## src/rtl/id_ex_stage_reg.sv

```systemverilog
// ID/EX pipeline register with load-use hazard detection and write-back bypass capture.
// Optional load-use stall counter (StallCnt_o) is built when LOADUSE_STALL_CNT_EN is defined.
module id_ex_stage_reg #(
  parameter int DATA_W = 32
) (
  input  logic              clk_i,
  input  logic              rst_i,
  input  logic              ID_Valid_i,
  input  logic [4:0]        ID_RsAddr_i,
  input  logic [4:0]        ID_RtAddr_i,
  input  logic [4:0]        ID_RdAddr_i,
  input  logic [DATA_W-1:0] ID_RsData_i,
  input  logic [DATA_W-1:0] ID_RtData_i,
  input  logic [DATA_W-1:0] ID_Imm_i,
  input  logic              ID_RegWrite_i,
  input  logic              ID_MemRead_i,
  input  logic              ID_MemWrite_i,
  input  logic              ID_MemtoReg_i,
  input  logic              ID_ALUSrc_i,
  input  logic [1:0]        ID_ALUOp_i,
  input  logic              MEM_WB_RegWrite_i,
  input  logic [4:0]        MEM_WB_RdAddr_i,
  input  logic [DATA_W-1:0] MEM_WB_Data_i,
  input  logic              Flush_i,
  output logic              Stall_o,
  output logic              EX_Valid_o,
  output logic              EX_RegWrite_o,
  output logic              EX_MemRead_o,
  output logic              EX_MemWrite_o,
  output logic              EX_MemtoReg_o,
  output logic              EX_ALUSrc_o,
  output logic [1:0]        EX_ALUOp_o,
  output logic [4:0]        EX_RsAddr_o,
  output logic [4:0]        EX_RtAddr_o,
  output logic [4:0]        EX_RdAddr_o,
  output logic [DATA_W-1:0] EX_RsData_o,
  output logic [DATA_W-1:0] EX_RtData_o,
  output logic [DATA_W-1:0] EX_Imm_o
`ifdef LOADUSE_STALL_CNT_EN
  ,
  output logic [15:0]       StallCnt_o
`endif
);

  typedef struct packed {
    logic              valid;
    logic              regwrite;
    logic              memread;
    logic              memwrite;
    logic              memtoreg;
    logic              alusrc;
    logic [1:0]        aluop;
    logic [4:0]        rs_addr;
    logic [4:0]        rt_addr;
    logic [4:0]        rd_addr;
    logic [DATA_W-1:0] rs_data;
    logic [DATA_W-1:0] rt_data;
    logic [DATA_W-1:0] imm;
  } ex_fields_t;

  ex_fields_t ex_q, ex_d;
  logic       hazard;

  // A load in EX whose destination is read by the live decode instruction.
  function automatic logic load_use(input ex_fields_t ex, input logic id_valid,
                                    input logic [4:0] rs, input logic [4:0] rt);
    return id_valid & ex.valid & ex.memread & (ex.rd_addr != 5'd0) &
           ((ex.rd_addr == rs) | (ex.rd_addr == rt));
  endfunction

  // Same-cycle register-file write wins over the stale read data.
  function automatic logic [DATA_W-1:0] wb_bypass(input logic [4:0] rd_addr,
                                                  input logic [DATA_W-1:0] rf_data);
    if (MEM_WB_RegWrite_i && (MEM_WB_RdAddr_i != 5'd0) && (MEM_WB_RdAddr_i == rd_addr))
      return MEM_WB_Data_i;
    return rf_data;
  endfunction

  assign hazard  = load_use(ex_q, ID_Valid_i, ID_RsAddr_i, ID_RtAddr_i);
  assign Stall_o = hazard & ~Flush_i;

  always_comb begin
    ex_d = '0;
    if (!Flush_i && !hazard) begin
      ex_d.valid    = ID_Valid_i;
      ex_d.regwrite = ID_RegWrite_i;
      ex_d.memread  = ID_MemRead_i;
      ex_d.memwrite = ID_MemWrite_i;
      ex_d.memtoreg = ID_MemtoReg_i;
      ex_d.alusrc   = ID_ALUSrc_i;
      ex_d.aluop    = ID_ALUOp_i;
      ex_d.rs_addr  = ID_RsAddr_i;
      ex_d.rt_addr  = ID_RtAddr_i;
      ex_d.rd_addr  = ID_RdAddr_i;
      ex_d.rs_data  = wb_bypass(ID_RsAddr_i, ID_RsData_i);
      ex_d.rt_data  = wb_bypass(ID_RtAddr_i, ID_RtData_i);
      ex_d.imm      = ID_Imm_i;
    end
  end

  always_ff @(posedge clk_i or negedge rst_i) begin
    if (!rst_i) ex_q <= '0;
    else        ex_q <= ex_d;
  end

  assign EX_Valid_o    = ex_q.valid;
  assign EX_RegWrite_o = ex_q.regwrite;
  assign EX_MemRead_o  = ex_q.memread;
  assign EX_MemWrite_o = ex_q.memwrite;
  assign EX_MemtoReg_o = ex_q.memtoreg;
  assign EX_ALUSrc_o   = ex_q.alusrc;
  assign EX_ALUOp_o    = ex_q.aluop;
  assign EX_RsAddr_o   = ex_q.rs_addr;
  assign EX_RtAddr_o   = ex_q.rt_addr;
  assign EX_RdAddr_o   = ex_q.rd_addr;
  assign EX_RsData_o   = ex_q.rs_data;
  assign EX_RtData_o   = ex_q.rt_data;
  assign EX_Imm_o      = ex_q.imm;

`ifdef LOADUSE_STALL_CNT_EN
  logic [15:0] stall_cnt_q, stall_cnt_d;

  function automatic logic [15:0] sat_inc(input logic [15:0] cnt, input logic inc);
    if (inc && (cnt != 16'hFFFF)) return cnt + 16'd1;
    return cnt;
  endfunction

  assign stall_cnt_d = sat_inc(stall_cnt_q, Stall_o);

  always_ff @(posedge clk_i or negedge rst_i) begin
    if (!rst_i) stall_cnt_q <= 16'd0;
    else        stall_cnt_q <= stall_cnt_d;
  end

  assign StallCnt_o = stall_cnt_q;
`endif

endmodule

```

## config.mk

```make
export PLATFORM = sky130hd
export DESIGN_NAME = id_ex_stage_reg
export DESIGN_NICKNAME = d
export VERILOG_FILES = /design/src/rtl/id_ex_stage_reg.sv
export SDC_FILE = /design/constraint.sdc
export NUM_CORES = 1
export LEC_CHECK = 0
export CAP_MARGIN = 20
export CORE_MARGIN = 2
export CORE_UTILIZATION = 45
export DETAILED_ROUTE_END_ITERATION = 10
export GPL_TIMING_DRIVEN = 0
export PLACE_DENSITY = 0.86
export SYNTH_ARGS = -nofsm -noshare
export SYNTH_HDL_FRONTEND = slang
export SYNTH_SLANG_ARGS = --single-unit
```

## constraint.sdc

```tcl
create_clock -name clk_i -period 3.4 [get_ports clk_i]
set_input_delay 0.68 -clock clk_i [delete_from_list [all_inputs] [get_ports clk_i]]
set_output_delay 0.68 -clock clk_i [all_outputs]
set_load 0.02 [all_outputs]
```

; ---- Word level (Yosys, flattened, before mapping)
; Cells that the tools add are included.
[word_totals]
ff_bits = 119
input_bits = 160
out_inout_bits = 120
elab_cells = 41
[classes]
n_eq_ne = 4
muxes = 9
bitwise_logic = 7
n_reduce_logical = 8
[op_table]
columns = op, count
row1 = 2-to-1 mux 32 bit, 4
row2 = 2-to-1 mux 119 bit, 1
row3 = == test 5 bit, 4
row4 = nonzero test 5 bit, 2
row5 = AND 1 bit, 5
row6 = logical AND 1 bit, 4
row7 = 2-to-1 mux 1 bit, 4
row8 = logical NOT 1 bit, 2
row9 = inverter 1 bit, 1
row10 = bitwise OR 1 bit, 1

; ---- Logic depth before layout (Yosys ltp)
[depth]
word_depth = 9
mapped_depth = 6
ltp_nobuf = 4

; ---- Least setup slack after synthesis
; OpenSTA, ideal clock, no wires.
[synth_timing]
path_kind = input -> output
start = in ID_RtAddr_i[4]
end = out Stall_o
t_arrival_ps = 1951
required_time_ps = 2720
slack_ps = 769
path_stages = 6
n_path_buf = 2
path_cell_list = xnor2_1 nand3_1 o22ai_1 buf_2 buf_1 and3b_1
[synth_via]
elab_chain_len = 4
[synth_rtl]
columns = item, line_no
row1 = start: declaration, 10  ; input logic [4:0] ID_RtAddr_i,
row2 = == test 5 bit, 68  ; ((ex.rd_addr == rs) | (ex.rd_addr == rt));
row3 = bitwise OR 1 bit, 68
row4 = AND 1 bit, 67  ; return id_valid & ex.valid & ex.memread & (ex.rd_addr != 5'd0) &
row5 = AND 1 bit, 80  ; assign Stall_o = hazard & ~Flush_i;
row6 = end: declaration, 25  ; output logic Stall_o,
; No other way between the ends.

; ---- Worst setup path in the final report
[layout_timing]
start = in ID_RtAddr_i[2]
end = out Stall_o
; The elaborated chain is that of the path after synthesis.

==> out/qor.yml <==
arrival_ns: 2.55
vdd_drop_max_v: 0.0003141
drcViolationCount: 0
ff2ff_path_depth: 6
clock_skew_ns: 0.006879
hold_viol_final: 0
outcome: "complete, no violations"
postCtsHoldBufs: 0
syn-cell-area_sq_mm: 0.006081
place_hpwl_mm: 16.11
synthCells: 542
tightest_slew_ns: 0.8384
crit_path_top_delay_cell: "clkdlybuf4s50_1"
n_fill_cell: 931
gp_congestion: 0.9168
start_util_pct: 45.92
hp-class: "input pin to async pin"
power.density_mw_per_mm2: 436.9
drt_first_iter_violations: 592
grt_usage_pct: 30.73
r2r-start: "EX_RdAddr_o[2]"
antenna_found_initial: 1
crit_fanout: 19
setup-violations-final: 0
worstSetupPathType: "input pin to output pin"
wl_per_cell_microns: 21.53
htreeDepth: 4
die_h_microns: 120.2
cts_buffers: 17
n_antenna_cell: 0
critical_path_required_ns: 2.72
synthToLayoutAreaGrowth_pct: 60.16
ys_seq_area_share_pct: 48.97
die_w_microns: 120.2
post-route-period-util_pct: 94.93
clockBufferDepth: 2
grt_pass1_wl_mm: 33.86
crit_family: "buffers and inverters"
leakagePower_nw: 3.833
ys_types: 24
fmax_mhz: 309.8
finalCriticalPeriod_ns: 3.228
routed_wl_mm: 22.11
start_kind: "input pin"
rr_endpoint: "EX_RsData_o[26]"
vias: 6080
slew_viol_final: 0
gr-total-overflow: 0
yosys_warnings: 0
io_pins: 280
num_rows: 42
clkLatencyLatePin_ns: 0.41
dr.pass1.iters: 5
crit_path_cell_trace: "clkdlybuf4s50_1, xnor2_1, nand3_1, o22ai_4, buf_12, and3b_1, dlygate4sd2_1"
cts_tree: "yes"
cts_sinks: 119
cp-end-kind: "output pin"
grt_max_degree: 76
via_per_inst: 5.920
slew-limit-headroom_pct: 44.10
clock-root-buffer: "clkbuf_16"
fin_tns_setup_ns: 0
dieArea_sq_mm: 0.01446
cts.clk_slew.worst_paths_ns: 0.05
cap_violations: 0
cpPeakStageDelay_ns: 0.57
critical_path_depth: 7
synth-seq-cells: 119
ff2ff_setup_slack_ns: 1.24
drive_gt1_share_pct: 13.87
syn_avg_cell_area_sq_um: 11.22
ant_nets: 0
grt_pass1_vias: 6179
fin_nets: 998
final_core_util_pct: 73.55
rsz0062_at_grt: "false"
syn-num-nets: 702
worst-path-buf-inv: 3
placeableCoreArea_sq_mm: 0.01324
port_buffers: 278
logic make-up after synthesis:
group	synth area share (%)
XOR/XNOR	2.881
flip-flops	48.97
buffers and inverters	9.362
AND/OR/NAND/NOR	8.127
AO/OA/AOI/OAI	30.66
registers in the layout (all words and copies together) (netlist names):
signal         flops
EX_ALUOp_o         2
EX_ALUSrc_o        1
EX_Imm_o          32
EX_MemRead_o       1
EX_MemWrite_o      1
EX_MemtoReg_o      1
EX_RdAddr_o        5
EX_RegWrite_o      1
EX_RsAddr_o        5
EX_RsData_o       32
EX_RtAddr_o        5
EX_RtData_o       32
EX_Valid_o         1
synthesized netlist by cell type, drive strengths merged:
| master | n | area share, % |
|---|---|---|
| and3 | 2 | 0.21 |
| dfrtp | 119 | 49 |
| o21ai | 1 | 0.27 |
| a21oi | 1 | 0.082 |
| nand3 | 5 | 0.41 |
| nor2 | 1 | 0.062 |
| nor3 | 1 | 0.082 |
| nand4 | 64 | 6.6 |
| a211oi | 55 | 6.8 |
| xnor2 | 20 | 2.9 |
| clkbuf | 45 | 2.8 |
| inv | 55 | 3.4 |
| a221oi | 64 | 15 |
| o22ai | 1 | 0.10 |
| o31ai | 64 | 7.9 |
| and2 | 2 | 0.21 |
| and3b | 1 | 0.14 |
| buf | 35 | 3.2 |
| nand2 | 4 | 0.25 |
| o21a | 1 | 0.12 |
| or4 | 1 | 0.19 |
through the flow:
stage          instances  power [mW]  worst slack, ns  cell area (sq um)  hold WS (ns)
2_1_floorplan        542       1.953           0.7692               6081        0.3844
3_3_place_gp         996       2.416           -2.736               9084         1.101
3_5_place_dp         997       2.443          -0.7919               9112        0.6363
4_1_cts             1027       4.255           0.1717               9739        0.2006
5_1_grt             1027       4.384          0.06597               9739        0.2229
6_report            1027       4.256           0.1723               9739        0.1904
what timing repair did:
| action | 4_1_cts | 5_1_grt |
|---|---|---|
| resized for setup | 10 | 0 |
| setup buffers | 0 | 0 |
| setup endpoints to repair | 1 | 0 |
cell type report:
type	instances	area (sq um)	share of cell area, %
timing repair buffer	279	2810	28.85
clock inverter	14	157.7	1.619
multi-input combinational	288	2547	26.16
sequential	119	2978	30.58
tap	176	220.2	2.261
buffer	78	380.4	3.905
clock buffer	18	439.2	4.509
inverter	55	206.4	2.120
where the power goes:
part	switching [mW]	internal (mW)	leakage, nW	total [mW]
clock	0.653	1.16	0.295	1.81
combinational	0.496	0.422	2.00	0.918
sequential	0.0286	1.49	1.53	1.52
total	1.18	3.08	3.83	4.26
layer usage:
metal  share of wire (%)  GRT usage [%]  vias to the layer above
met2                  50          53.13                      352
met5                   0              0                        -
li1                    -              -                     2699
met1                  40          37.90                     2982
met4                 2.3          10.32                        0
met3                 8.2          7.264                       47
layout by cell type, fill, tap and decap left out:
master,synthesis,layout
and3b_1,1,1
dlygate4sd2_1,0,1
clkbuf_1,45,43
clkinv_4,0,2
o31ai_1,64,64
buf_1,15,14
inv_1,55,55
o21a_1,1,1
o21ai_4,1,1
clkinvlp_4,0,2
nand3_1,5,5
a221oi_2,60,60
buf_6,6,7
dfrtp_1,119,119
nand4_1,64,64
xnor2_1,20,20
clkinv_2,0,7
buf_12,0,1
clkbuf_16,0,17
and2_1,2,2
a221oi_1,4,4
and3_1,2,2
buf_2,14,13
clkbuf_8,0,2
bufinv_16,0,3
buf_16,0,1
or4_4,1,1
a21oi_1,1,1
clkdlybuf4s50_1,0,276
nand2_1,4,4
o22ai_4,0,1
nor2_1,1,1
nor3_1,1,1
a211oi_1,55,55
how the worst max path moves through the flow:
stage                        start           end  slack [ns]
CTS                 ID_RtAddr_i[2]       Stall_o        0.17
finish              ID_RtAddr_i[2]       Stall_o        0.17
global route        ID_RtAddr_i[2]       Stall_o        0.07
global placement             rst_i  EX_Imm_o[29]       -2.74
detailed placement      ID_Valid_i       Stall_o       -0.79
floorplan           ID_RtAddr_i[4]       Stall_o        0.77
(Power assumes the default switching activity.)
